--- src/rtl/spi_register_bank_if.sv ---
// Bus bundle between the SPI slave byte engine, fabric logic and spi_register_bank.
// The slave modport is the register bank's view; master is the driving side.
interface spi_register_bank_if #(
    parameter int ADDR_WIDTH = 4
);
    localparam int DEPTH = 1 << ADDR_WIDTH;

    logic                    CS_i;
    logic [7:0]              RxData_i;
    logic                    RxDone_i;
    logic [7:0]              TxData_o;
    logic                    LocalWrite_i;
    logic [ADDR_WIDTH-1:0]   LocalAddr_i;
    logic [7:0]              LocalData_i;
    logic [8*DEPTH-1:0]      Registers_o;
    logic                    SpiWrite_o;
    logic [ADDR_WIDTH-1:0]   SpiAddr_o;
    logic                    Busy_o;
    logic                    Error_o;

    modport slave (
        input  CS_i, RxData_i, RxDone_i, LocalWrite_i, LocalAddr_i, LocalData_i,
        output TxData_o, Registers_o, SpiWrite_o, SpiAddr_o, Busy_o, Error_o
    );

    modport master (
        output CS_i, RxData_i, RxDone_i, LocalWrite_i, LocalAddr_i, LocalData_i,
        input  TxData_o, Registers_o, SpiWrite_o, SpiAddr_o, Busy_o, Error_o
    );
endinterface

--- src/rtl/spi_register_bank.sv ---
// Turns the SPI slave byte stream into burst register reads/writes with address auto-increment.
// Optional SPI write protection above RO_BASE is enabled by defining SPI_REG_WRITE_PROTECT_EN.
module spi_register_bank #(
    parameter int         ADDR_WIDTH = 4,
    parameter logic [7:0] IDLE_BYTE  = 8'hA5,
    parameter int         RO_BASE    = 12
) (
    input logic               clk,
    input logic               srst,
    spi_register_bank_if.slave bus
);
    localparam int DEPTH = 1 << ADDR_WIDTH;

    localparam logic [1:0] ST_IDLE  = 2'd0;
    localparam logic [1:0] ST_CMD   = 2'd1;
    localparam logic [1:0] ST_WRITE = 2'd2;
    localparam logic [1:0] ST_READ  = 2'd3;

    logic                  cs_meta_q, cs_sync_q, cs_prev_q;
    logic                  cs_fall, cs_rise;
    logic [1:0]            state_q, state_d;
    logic [ADDR_WIDTH-1:0] ptr_q, ptr_d;
    logic [7:0]            tx_q, tx_d;
    logic                  spi_write_q, spi_write_d;
    logic [ADDR_WIDTH-1:0] spi_addr_q, spi_addr_d;
    logic                  error_q, error_d;
    logic                  spi_we;
    logic                  wr_protected;
    logic [ADDR_WIDTH-1:0] cmd_addr;
    logic [7:0]            regs_q [DEPTH];

    // Idle-high reset value on the synchroniser avoids a phantom CS edge after reset.
    always_ff @(posedge clk) begin
        if (srst) begin
            cs_meta_q <= 1'b1;
            cs_sync_q <= 1'b1;
            cs_prev_q <= 1'b1;
        end else begin
            cs_meta_q <= bus.CS_i;
            cs_sync_q <= cs_meta_q;
            cs_prev_q <= cs_sync_q;
        end
    end

    assign cs_fall  = cs_prev_q & ~cs_sync_q;
    assign cs_rise  = ~cs_prev_q & cs_sync_q;
    assign cmd_addr = bus.RxData_i[ADDR_WIDTH-1:0];

`ifdef SPI_REG_WRITE_PROTECT_EN
    assign wr_protected = (int'({1'b0, ptr_q}) >= RO_BASE);
`else
    assign wr_protected = 1'b0;
`endif

    always_comb begin
        state_d     = state_q;
        ptr_d       = ptr_q;
        tx_d        = tx_q;
        spi_write_d = 1'b0;
        spi_addr_d  = spi_addr_q;
        error_d     = 1'b0;
        spi_we      = 1'b0;
        if (cs_rise) begin
            state_d = ST_IDLE;
            tx_d    = IDLE_BYTE;
        end else begin
            case (state_q)
                ST_IDLE: if (cs_fall) state_d = ST_CMD;
                ST_CMD: begin
                    if (bus.RxDone_i) begin
                        if (bus.RxData_i[7]) begin
                            state_d = ST_READ;
                            tx_d    = regs_q[cmd_addr];
                            ptr_d   = cmd_addr + 1'b1;
                        end else begin
                            state_d = ST_WRITE;
                            ptr_d   = cmd_addr;
                        end
                    end
                end
                ST_WRITE: begin
                    if (bus.RxDone_i) begin
                        ptr_d = ptr_q + 1'b1;
                        if (wr_protected) begin
                            error_d = 1'b1;
                        end else begin
                            spi_we      = 1'b1;
                            spi_write_d = 1'b1;
                            spi_addr_d  = ptr_q;
                        end
                    end
                end
                default: begin
                    if (bus.RxDone_i) begin
                        tx_d  = regs_q[ptr_q];
                        ptr_d = ptr_q + 1'b1;
                    end
                end
            endcase
        end
    end

    always_ff @(posedge clk) begin
        if (srst) begin
            state_q     <= ST_IDLE;
            ptr_q       <= '0;
            tx_q        <= IDLE_BYTE;
            spi_write_q <= 1'b0;
            spi_addr_q  <= '0;
            error_q     <= 1'b0;
        end else begin
            state_q     <= state_d;
            ptr_q       <= ptr_d;
            tx_q        <= tx_d;
            spi_write_q <= spi_write_d;
            spi_addr_q  <= spi_addr_d;
            error_q     <= error_d;
        end
    end

    // SPI write takes precedence over a local write to the same address in the same cycle.
    for (genvar gi = 0; gi < DEPTH; gi++) begin : g_reg
        always_ff @(posedge clk) begin
            if (srst) begin
                regs_q[gi] <= 8'h00;
            end else if (spi_we && (ptr_q == ADDR_WIDTH'(gi))) begin
                regs_q[gi] <= bus.RxData_i;
            end else if (bus.LocalWrite_i && (bus.LocalAddr_i == ADDR_WIDTH'(gi))) begin
                regs_q[gi] <= bus.LocalData_i;
            end
        end
        assign bus.Registers_o[8*gi +: 8] = regs_q[gi];
    end

    assign bus.TxData_o   = tx_q;
    assign bus.SpiWrite_o = spi_write_q;
    assign bus.SpiAddr_o  = spi_addr_q;
    assign bus.Busy_o     = (state_q != ST_IDLE);
    assign bus.Error_o    = error_q;
endmodule
--- src/flat_wrapper.sv ---
// flat-port wrapper written by rule: the top's interface ports become plain ports
module spi_register_bank_flat 
#(
    parameter int         ADDR_WIDTH = 4,
    parameter logic [7:0] IDLE_BYTE  = 8'hA5,
    parameter int         RO_BASE    = 12
)
  (clk, srst, bus_CS_i, bus_RxData_i, bus_RxDone_i, bus_LocalWrite_i, bus_LocalAddr_i, bus_LocalData_i, bus_TxData_o, bus_Registers_o, bus_SpiWrite_o, bus_SpiAddr_o, bus_Busy_o, bus_Error_o);
  spi_register_bank_if #(.ADDR_WIDTH(ADDR_WIDTH)) bus_i ();
  input logic clk;
  input logic srst;
  input wire logic [$bits(bus_i.CS_i)-1:0] bus_CS_i;
  input wire logic [$bits(bus_i.RxData_i)-1:0] bus_RxData_i;
  input wire logic [$bits(bus_i.RxDone_i)-1:0] bus_RxDone_i;
  input wire logic [$bits(bus_i.LocalWrite_i)-1:0] bus_LocalWrite_i;
  input wire logic [$bits(bus_i.LocalAddr_i)-1:0] bus_LocalAddr_i;
  input wire logic [$bits(bus_i.LocalData_i)-1:0] bus_LocalData_i;
  output wire logic [$bits(bus_i.TxData_o)-1:0] bus_TxData_o;
  output wire logic [$bits(bus_i.Registers_o)-1:0] bus_Registers_o;
  output wire logic [$bits(bus_i.SpiWrite_o)-1:0] bus_SpiWrite_o;
  output wire logic [$bits(bus_i.SpiAddr_o)-1:0] bus_SpiAddr_o;
  output wire logic [$bits(bus_i.Busy_o)-1:0] bus_Busy_o;
  output wire logic [$bits(bus_i.Error_o)-1:0] bus_Error_o;
  assign bus_i.CS_i = bus_CS_i;
  assign bus_i.RxData_i = bus_RxData_i;
  assign bus_i.RxDone_i = bus_RxDone_i;
  assign bus_i.LocalWrite_i = bus_LocalWrite_i;
  assign bus_i.LocalAddr_i = bus_LocalAddr_i;
  assign bus_i.LocalData_i = bus_LocalData_i;
  assign bus_TxData_o = bus_i.TxData_o;
  assign bus_Registers_o = bus_i.Registers_o;
  assign bus_SpiWrite_o = bus_i.SpiWrite_o;
  assign bus_SpiAddr_o = bus_i.SpiAddr_o;
  assign bus_Busy_o = bus_i.Busy_o;
  assign bus_Error_o = bus_i.Error_o;
  spi_register_bank #(.ADDR_WIDTH(ADDR_WIDTH), .IDLE_BYTE(IDLE_BYTE), .RO_BASE(RO_BASE)) u_core (.clk(clk), .srst(srst), .bus(bus_i));
endmodule
--- config.mk ---
export PLATFORM = sky130hd
export DESIGN_NAME = spi_register_bank_flat
export DESIGN_NICKNAME = d
export VERILOG_FILES = /design/src/rtl/spi_register_bank_if.sv /design/src/rtl/spi_register_bank.sv /design/src/flat_wrapper.sv
export SDC_FILE = /design/constraint.sdc
export NUM_CORES = 1
export LEC_CHECK = 0
export CORE_UTILIZATION = 53
export CTS_CLUSTER_DIAMETER = 200
export CTS_CLUSTER_SIZE = 14
export DETAILED_ROUTE_END_ITERATION = 10
export PLACE_DENSITY = 0.81
export SLEW_MARGIN = 20
export SYNTH_ARGS = -nofsm -noshare
export SYNTH_HDL_FRONTEND = slang
export SYNTH_SLANG_ARGS = --single-unit
--- constraint.sdc ---
create_clock -name clk -period 2.4 [get_ports clk]
set_clock_uncertainty 0.05 [all_clocks]
set_input_delay 0.36 -clock clk [delete_from_list [all_inputs] [get_ports clk]]
set_output_delay 0.36 -clock clk [all_outputs]
set_load 0.03 [all_outputs]
==> results of run 1 <==
-- worst max-delay path by stage --
stage | startpoint | end | slack (ns) | cells after the start
floorplan | srst | u_core.regs_q[13][0]$_DFFE_PP_ | 0.38 | 5
global placement | bus_LocalWrite_i | u_core.regs_q[12][4]$_DFFE_PP_ | -0.17 | 5
detailed placement | srst | u_core.regs_q[1][3]$_DFFE_PP_ | -0.14 | 5
CTS | u_core.state_q[0]$_SDFFE_PP0P_ | bus_Busy_o | 0.12 | 3
global route | flop | u_core.bus.TxData_o[5]$_SDFFE_PP1P_ | 0.09 | 7
finish | srst | u_core.regs_q[1][4]$_DFFE_PP_ | 0.11 | 5
-- per-layer routing --
layer / up-vias / track usage
met5: - / 0
li1: 3279 / -
met4: 0 / 0.182
met1: 3838 / 0.467
met2: 587 / 0.576
met3: 98 / 0.0598
-- registers in the layout (all words and copies together), names as in the netlist, named ones only --
| signal | count |
|---|---|
| u_core.ptr_q | 4 |
| u_core.state_q | 2 |
| u_core.regs_q | 128 |
| u_core.bus.TxData_o | 8 |
| u_core.cs_meta_q | 1 |
| u_core.cs_prev_q | 1 |
| u_core.bus.SpiWrite_o | 1 |
| u_core.bus.SpiAddr_o | 4 |
| u_core.cs_sync_q | 1 |
-- logic make-up after synthesis --
kind of cell               Yosys count  synth area share
AOI/OAI and AO/OA                  211             0.199
xor gates and xnor gates             3           0.00290
adders and majority gates            5           0.00691
buffers and inverters               72            0.0395
DFF                                154             0.482
muxes                               99             0.167
other                                1          0.000414
and+or+nand+nor                    159             0.102
-- cells in the final DEF, fill, tap and decap left out, drive strengths merged, types with 10 or more instances in the layout --
cell / count
a22o: 122
or2: 11
buf: 77
nand3: 14
nand2: 15
dfxtp: 26
clkbuf: 17
inv: 11
mux2i: 50
nor2: 57
edfxtp: 128
mux4: 40
clkdlybuf4s50: 164
a211oi: 10
nor3: 18
nor2b: 13
-- final cells by class --
class / count / area, µm² / area share
multi-input cells: 478 / 4330 / 0.365
repair buffers: 241 / 2340 / 0.197
inverters: 4 / 15.0 / 0.00127
clock inverters: 15 / 118 / 0.00991
clock buffers: 17 / 425 / 0.0358
flip-flops and latches: 154 / 4370 / 0.368
well taps: 220 / 275 / 0.0232
-- power breakdown --
part | internal (mW) | total, mW | switching, mW
Combinational | 0.528 | 1.25 | 0.723
Sequential | 3.03 | 3.16 | 0.135
Clock | 1.34 | 2.51 | 1.17
Total | 4.90 | 6.92 | 2.02
-- through the flow --
step	hold WS (ns)	setup TNS, ns
detailed placement	0.361	-4.05
CTS	0.376	0
floorplan	0.339	0
finish	0.373	0
global route	0.398	0
global placement	0.359	-1.64
==> flow_results.org, run 1 <==
** Floorplanning
- Y dimension of the die :: 133 µm
- Starting Density :: 0.544
- In this run the horizontal extent of the chip is 133 µm.
- Floorplan Core Area :: 16600 µm²
- FP Rows :: 47
- Io pins :: approximately 170
- The die covers between 15000 and 20000 µm².

** CTS
- PostCTS Resize Cnt :: 0
- Number of setup buffers added after CTS :: 0
- The later pin in the worst-skew pair is clocked with a latency of between 0.4 and 0.5 ns.
- Inserted Clock Buffers :: 17
- In this run, post-CTS hold repair placed 0 buffers.
- TritonCTS built the clock tree.
- Maximum buffer depth of the clock tree :: 2
- Sinks on the clock net :: 154
- Clock transition at the registers of the reported paths :: 0.07 ns
- Cell at the root of the clock tree :: sky130_fd_sc_hd__clkbuf_16
- The H-tree generated during clock tree synthesis spans 4 levels.

** Min path
- Hold path startpoint :: u_core.cs_meta_q$_SDFF_PP1_
- The tightest min-delay check is of the flop to flop type.
- WHS Endpoint :: u_core.cs_sync_q$_SDFF_PP1_
- Count of cells along the worst hold path :: 1

** Drt
- The routed layout has about 8000 vias.
- After detailed routing, the number of remaining DRC violations is 0.
- Detailed-routing wirelength on met1 :: between 10000 and 15000 µm
- Via-to-Cell Ratio :: 6.91
- In the final routed layout, each cell accounts on average for 27.5 µm.
- Final wirelength :: 31000 µm
- For this block, the initial DRC count from the detailed router was 946.
- Before antenna repair, the detailed router went through 5 iterations.
- Met2 wirelength from detailed routing :: approximately 15000 µm
- After detailed routing, the met3 layer carries 3140 µm of wire.
- In this run the remaining antenna-violating nets after routing total 0.
- Routed signal wires occupy layers up through met4.

** Synthesis
- Synth Register Bits :: about 150
- In the synthesized netlist the async set-or-reset flop fraction comes to 0.
- sky130_fd_sc_hd__edfxtp_1 is the most common cell in the netlist.
- When the netlist entered floorplanning its net count stood at about 730.
- Ranked by instance count, the synthesized netlist is headed by sky130_fd_sc_hd__edfxtp_1, sky130_fd_sc_hd__a22o_1, sky130_fd_sc_hd__nor2_1.
- Yosys attributes the largest share of cell area to sky130_fd_sc_hd__edfxtp_1, sky130_fd_sc_hd__a22o_1, sky130_fd_sc_hd__mux4_2.
- The cell count after synthesis came out at 704.
- After synthesis, the netlist uses 59 different library cells.
- Proportion of synthesized chip area in sequential cells :: 0.482
- After synthesis the cells add up to 9050 µm².
- The share of synthesized area in the top cell type comes to 0.425.
- Predominant post-synthesis flop cell :: sky130_fd_sc_hd__edfxtp_1
- Post-synthesis cell type with the largest combined area :: sky130_fd_sc_hd__edfxtp_1
- Yosys warns :: 0
- Syn avg cell area :: 12.9 µm²
- Count of flip-flops with a built-in enable after synthesis :: 128

** Pwr
- P_leak :: 4.16 nW
- Total power density per cell area :: 583 nW/µm²
- IR analysis of the VDD net gives a maximum drop of 0.000465 V.
- The design draws 6.92 mW.

** Global routing
- For this run, the total global-route usage over all layers was measured as 0.357.
- Entering global routing, the biggest net connects 35 pins.
- The first global-routing pass estimated 46500 µm of wire.
- The total overflow left after global routing is 0.
- The number of antenna violations at the first check in global routing is 0.
- Vias in the first global route :: about 7700

** Timing
- The max-slew violation count came to 0.
- Slew at the pin with the worst max-slew slack :: 1.01 ns
- For this run, the top clock speed supported by timing is 0.437 GHz.
- Setup violators final :: 0
- The final count of hold timing violations was 0.
- Setup repair after global routing left no endpoint under its margin.
- Across all setup checks in the final design, the least slack found is between 0.1 and 0.15 ns.
- Relative max-transition margin :: 0.325
- Of the available clock period, the critical path in the final layout requires 0.953.
- The worst path in the final design needs a cycle of approximately 2.3 ns, including I/O delays and setup.

** Critical path
- In this run the worst path has a maximum fanout of 10.
- The worst setup path is captured at a flop.
- Critical path data required time :: 2.64 ns
- Slowest Stage Delay on Critical Path :: 0.80 ns
- Cell family contributing the most delay on the critical path :: simple AND/OR/NAND/NOR gates
- Traced cell by cell, the critical path runs through clkdlybuf4s50_1, buf_4, or3_1, nor2_1, a22o_1.
- The endpoint identified for the worst register-to-register timing path is u_core.bus.TxData_o[5]$_SDFFE_PP1P_.
- Counting both buffers and inverters, the worst setup path holds a total of 2.
- Crit path arrival time :: 2.53 ns
- The critical path is of the primary input to flop type.
- Reg2reg path depth :: 7
- The slowest stage of the critical path is the sky130_fd_sc_hd__nor2_1 cell.
- For flop-to-flop paths, the worst setup slack is around 0.15 ns.
- Critical path startpoint category :: primary input

** Place
- Port buffering added 166 buffers.
- Worst setup slack after placement :: -0.138 ns
- HPWL reported at the end of detailed placement :: between 20000 and 25000 µm
- The placed instances occupy a cell area of 11300 µm².
- The number of placed instances, taps included, is 1097.
- The congestion estimate from routability-driven global placement came to between 0.9 and 1.

** Cells and area
- Layout cell share with drive strength beyond 1 :: 0.207
- Measured on the finished design, the core utilization comes to 0.713.
- After the flow finishes, the layout carries non-filler instances totaling approximately 1100.
- After routing the design area is 11900 µm².
- Final nets :: 926
- Antenna fix cells :: 0
- The area growth from synthesis to layout is 31.1%.
- Fill cells in the final layout number 1139.

** Run
- Count of maximum capacitance violations :: 0

** Outcome
- Status :: completed
No activity file was read; power rests on OpenSTA's default activity.
==> run 2, diff against run 1 <==
MAX_ROUTING_LAYER = met4   (was default)
==> run 2 against run 1 <==
  * Total power is 3.3% higher
  * Sequential cell count is the same
  * Cell area grew 0.54%
  * Sequential power about the same
  * Non-clock buffer count shrank 4
  * Largest power group unchanged
  * Highest routed layer unchanged
==> flow_results.org, run 2 (same netlist as run 1, synthesis figures left out) <==
** CTS
- The deepest clock path buffer count is 2 (unchanged).
- Clock latency on the worst-skew pair :: 0.43 ns (about the same)
- Sinks on the clock net :: 154 (unchanged)
- The clock input transition at the sequential cells of the worst setup and hold paths was 0.07 ns (about the same).
- The library cell used as clock root buffer is sky130_fd_sc_hd__clkbuf_16 (unchanged).
- The total clock buffers created by CTS is 17 (unchanged).
- TritonCTS clock tree :: built (unchanged)
- The quantity of hold-fixing buffers added after cts is 0 (unchanged).
- CTS H-tree depth :: 4 (unchanged)

** Run
- The number of max-cap violations is 0 (unchanged).

** Place
- Final weighted congestion in routability-driven placement :: 1.02 (was 0.969)
- HPWL reported at the end of detailed placement :: 23100 µm (was 23200 µm)
- The minimum setup slack after placement was -0.148 ns (was -0.138 ns).
- Number of input and output port buffers inserted :: 166 (unchanged)
- The post-place instance area was 11300 µm² (about the same).

** Global routing
- The remaining global-route overflow came to 0 (unchanged).
- First-pass GRT wire length :: 46500 µm (about the same)
- The via count of the first global-routing pass came to 7567 (was 7746).
- The maximum number of pins on one net before global-route repair was 35 (unchanged).
- The total routing resource utilization after global routing came to 0.371 (was 0.357).
- Number of antenna violations at the first check in global routing :: 0 (unchanged)

** Timing
- Relative max-transition margin :: 0.381 (was 0.325)
- The post-route worst hold slack was 0.365 ns (was 0.373 ns).
- Period utilisation layout :: 0.964 (was 0.953)
- Final-report max-slew violation count :: 0 (unchanged)
- The shortest period the worst path allows is 2.31 ns (was 2.29 ns).
- The final setup violation count was 0 (unchanged).
- Setup slack of the critical path after layout :: 0.0876 ns (was 0.112 ns)
- Number of hold violations in the final report :: 0 (unchanged)
- The actual transition at the worst max-transition pin came to 0.924 ns (was 1.01 ns).
- Setup repair after global routing missed its margin :: no (unchanged)
- Peak Freq :: 0.432 GHz (was 0.437 GHz)
- Summed negative setup slack over all endpoints :: 0 ns (unchanged)

** Pwr
- Total power density per cell area :: 599 nW/µm² (was 583 nW/µm²)
- Overall power after layout :: 7.15 mW (was 6.92 mW)
- P_leak :: 4.19 nW (was 4.16 nW)
- The maximum resistive drop on vdd came to 0.000492 V (was 0.000465 V).

** Cells and area
- Flip-flop count of the largest register after layout :: 128 (unchanged)
- Register containing the most flip-flops in the final layout :: u_core.regs_q (unchanged)
- P&R area growth vs syn :: 31.8% (was 31.1%)
- The final instance area was 11900 µm² (about the same).
- Fill cells :: 1132 (was 1139)
- Commonest cells after routing, fill and taps aside: sky130_fd_sc_hd__clkdlybuf4s50_1, sky130_fd_sc_hd__edfxtp_1, sky130_fd_sc_hd__a22o_1 (unchanged).
- Layout cell share with drive strength beyond 1 :: 0.208 (was 0.207)
- Most common cell after layout, fill and taps aside :: sky130_fd_sc_hd__clkdlybuf4s50_1 (unchanged)
- The number of antenna repair diodes was 0 (unchanged).
- Final nets :: 922 (was 926)

** Drt
- The detail-routed via count per cell came to 7.00 (was 6.91).
- The number of routed nets with antenna violations was 0 (unchanged).
- The initial DRC count came to 931 (was 946).
- The post-detailed-routing wire length was 31400 µm (was 31000 µm).
- Count of vias placed by the detailed router :: 7873 (was 7802)
- The detailed-routing iteration count for the pre-antenna-repair pass was 5 (unchanged).
- The detailed-route wire length per cell is 27.9 µm (was 27.5 µm).
- DRC errors left :: 0 (unchanged)

** Critical path
- The kind of critical path is flop to flop (was primary input to flop).
- The maximum fanout count along the critical path was 9 (was 10).
- Startpoint of the most critical setup path :: u_core.cs_sync_q$_SDFF_PP1_ (was srst)
- The endpoint required time on the critical path came to 2.53 ns (was 2.64 ns).
- The cell type of the slowest stage on the worst timing path is sky130_fd_sc_hd__or2_1 (was sky130_fd_sc_hd__nor2_1).
- Total buffers and inverters traversed by the critical path :: 0 (was 2)
- Cell family contributing the most delay on the critical path :: simple AND/OR/NAND/NOR gates (unchanged)
- Sequence of cells on the critical path :: nand2b_1, nand4_4, or2_1, nand2_2, o221a_1 (was clkdlybuf4s50_1, buf_4, or3_1, nor2_1, a22o_1)
- Critical path startpoint category :: flop (was primary input)
- The worst reg-to-reg path cell count was 5 (was 7).
- The element type at the critical path end was a flop (unchanged).
- The arrival time of data at the critical path endpoint was 2.44 ns (was 2.53 ns).
- The total stage count of the critical path is 5 (unchanged).
- Slowest Stage Delay on Critical Path :: 0.45 ns (was 0.80 ns)
- The worst register-to-register path begins at u_core.cs_sync_q$_SDFF_PP1_.
- The timing endpoint of the critical path was u_core.regs_q[8][3]$_SDFFCE_PN0P_ (was u_core.regs_q[1][4]$_DFFE_PP_).
- Reg2reg end :: u_core.regs_q[8][3]$_SDFFCE_PN0P_ (was u_core.bus.TxData_o[5]$_SDFFE_PP1P_)
- The internal reg-to-reg setup slack was 0.09 ns (was 0.15 ns).

** Min path
- The worst min-delay path category is flop to flop (unchanged).

** Outcome
- Status: completed (unchanged).

** Floorplanning
- FP Rows :: 47 (unchanged)
- The die boundary width came to 133 µm (unchanged).
- The number of top-level design ports is 168 (unchanged).
- The vertical die dimension came to 133 µm (unchanged).
- The initial core utilization is 0.544 (unchanged).
- Floorplan Core Area :: 16600 µm² (unchanged)
- Overall die area :: 17600 µm² (unchanged)
run 2: changes by cell type in the layout (fill, tap and decap cells not counted), sizes merged:
cell / previous run / this run
clkinv: 4 / 6
clkinvlp: 4 / 1
inv: 11 / 10
bufinv: 0 / 2
buf: 77 / 73
run 2: layout make-up:
class,count,area (µm²),share of cell area
clock buffer,17,425,0.0357
clock inverter,15,166,0.0139
inverter,4,15.0,0.00126
multi-input combinational,478,4340,0.363
sequential,154,4370,0.366
tap,220,275,0.0231
timing repair buffer,237,2350,0.197
run 2: power by group:
part / internal [mW] / switching, mW / leakage [nW]
Sequential: 3.03 / 0.139 / 1.47
Clock: 1.56 / 1.16 / 0.292
Combinational: 0.532 / 0.727 / 2.43
Total: 5.12 / 2.03 / 4.19
run 2: stage by stage:
stage / std cells / utilization
after CTS: 1125 / 0.716
after detailed placement: 1093 / 0.681
after floorplan: 704 / -
final: 1125 / 0.717
after global routing: 1125 / 0.717
after global placement: 1093 / 0.681
run 2: repair_timing:
item / CTS / global route
resized for setup: 0 / 2
endpoints found under the setup margin: 0 / 2
setup buffers: 0 / 0
run 2: per-layer routing:
layer	global-route usage	routed length, µm	part of all wire	vias to the layer above
met2	0.569	14800	0.47	564
met5	-	0	0	-
li1	-	-	-	3268
met3	0.0866	3060	0.098	122
met1	0.459	11900	0.38	3919
met4	0.195	1590	0.051	0
run 2: worst min-delay path by stage:
| stage | start | to | slack (ns) | cells after the start |
|---|---|---|---|---|
| after floorplan | u_core.cs_meta_q$_SDFF_PP1_ | u_core.cs_sync_q$_SDFF_PP1_ | 0.34 | 1 |
| after global placement | u_core.cs_meta_q$_SDFF_PP1_ | u_core.cs_sync_q$_SDFF_PP1_ | 0.35 | 1 |
| after detailed placement | u_core.cs_meta_q$_SDFF_PP1_ | u_core.cs_sync_q$_SDFF_PP1_ | 0.35 | 1 |
| after CTS | u_core.cs_meta_q$_SDFF_PP1_ | u_core.cs_sync_q$_SDFF_PP1_ | 0.37 | 1 |
| after global routing | u_core.cs_meta_q$_SDFF_PP1_ | u_core.cs_sync_q$_SDFF_PP1_ | 0.39 | 1 |
| final | u_core.cs_meta_q$_SDFF_PP1_ | u_core.cs_sync_q$_SDFF_PP1_ | 0.36 | 1 |
==> run 3, diff against run 2 <==
CTS_CLUSTER_SIZE = 28   (was 14)
==> results of run 3 <==
Final layout, timing and power as in run 2 (identical DEF).
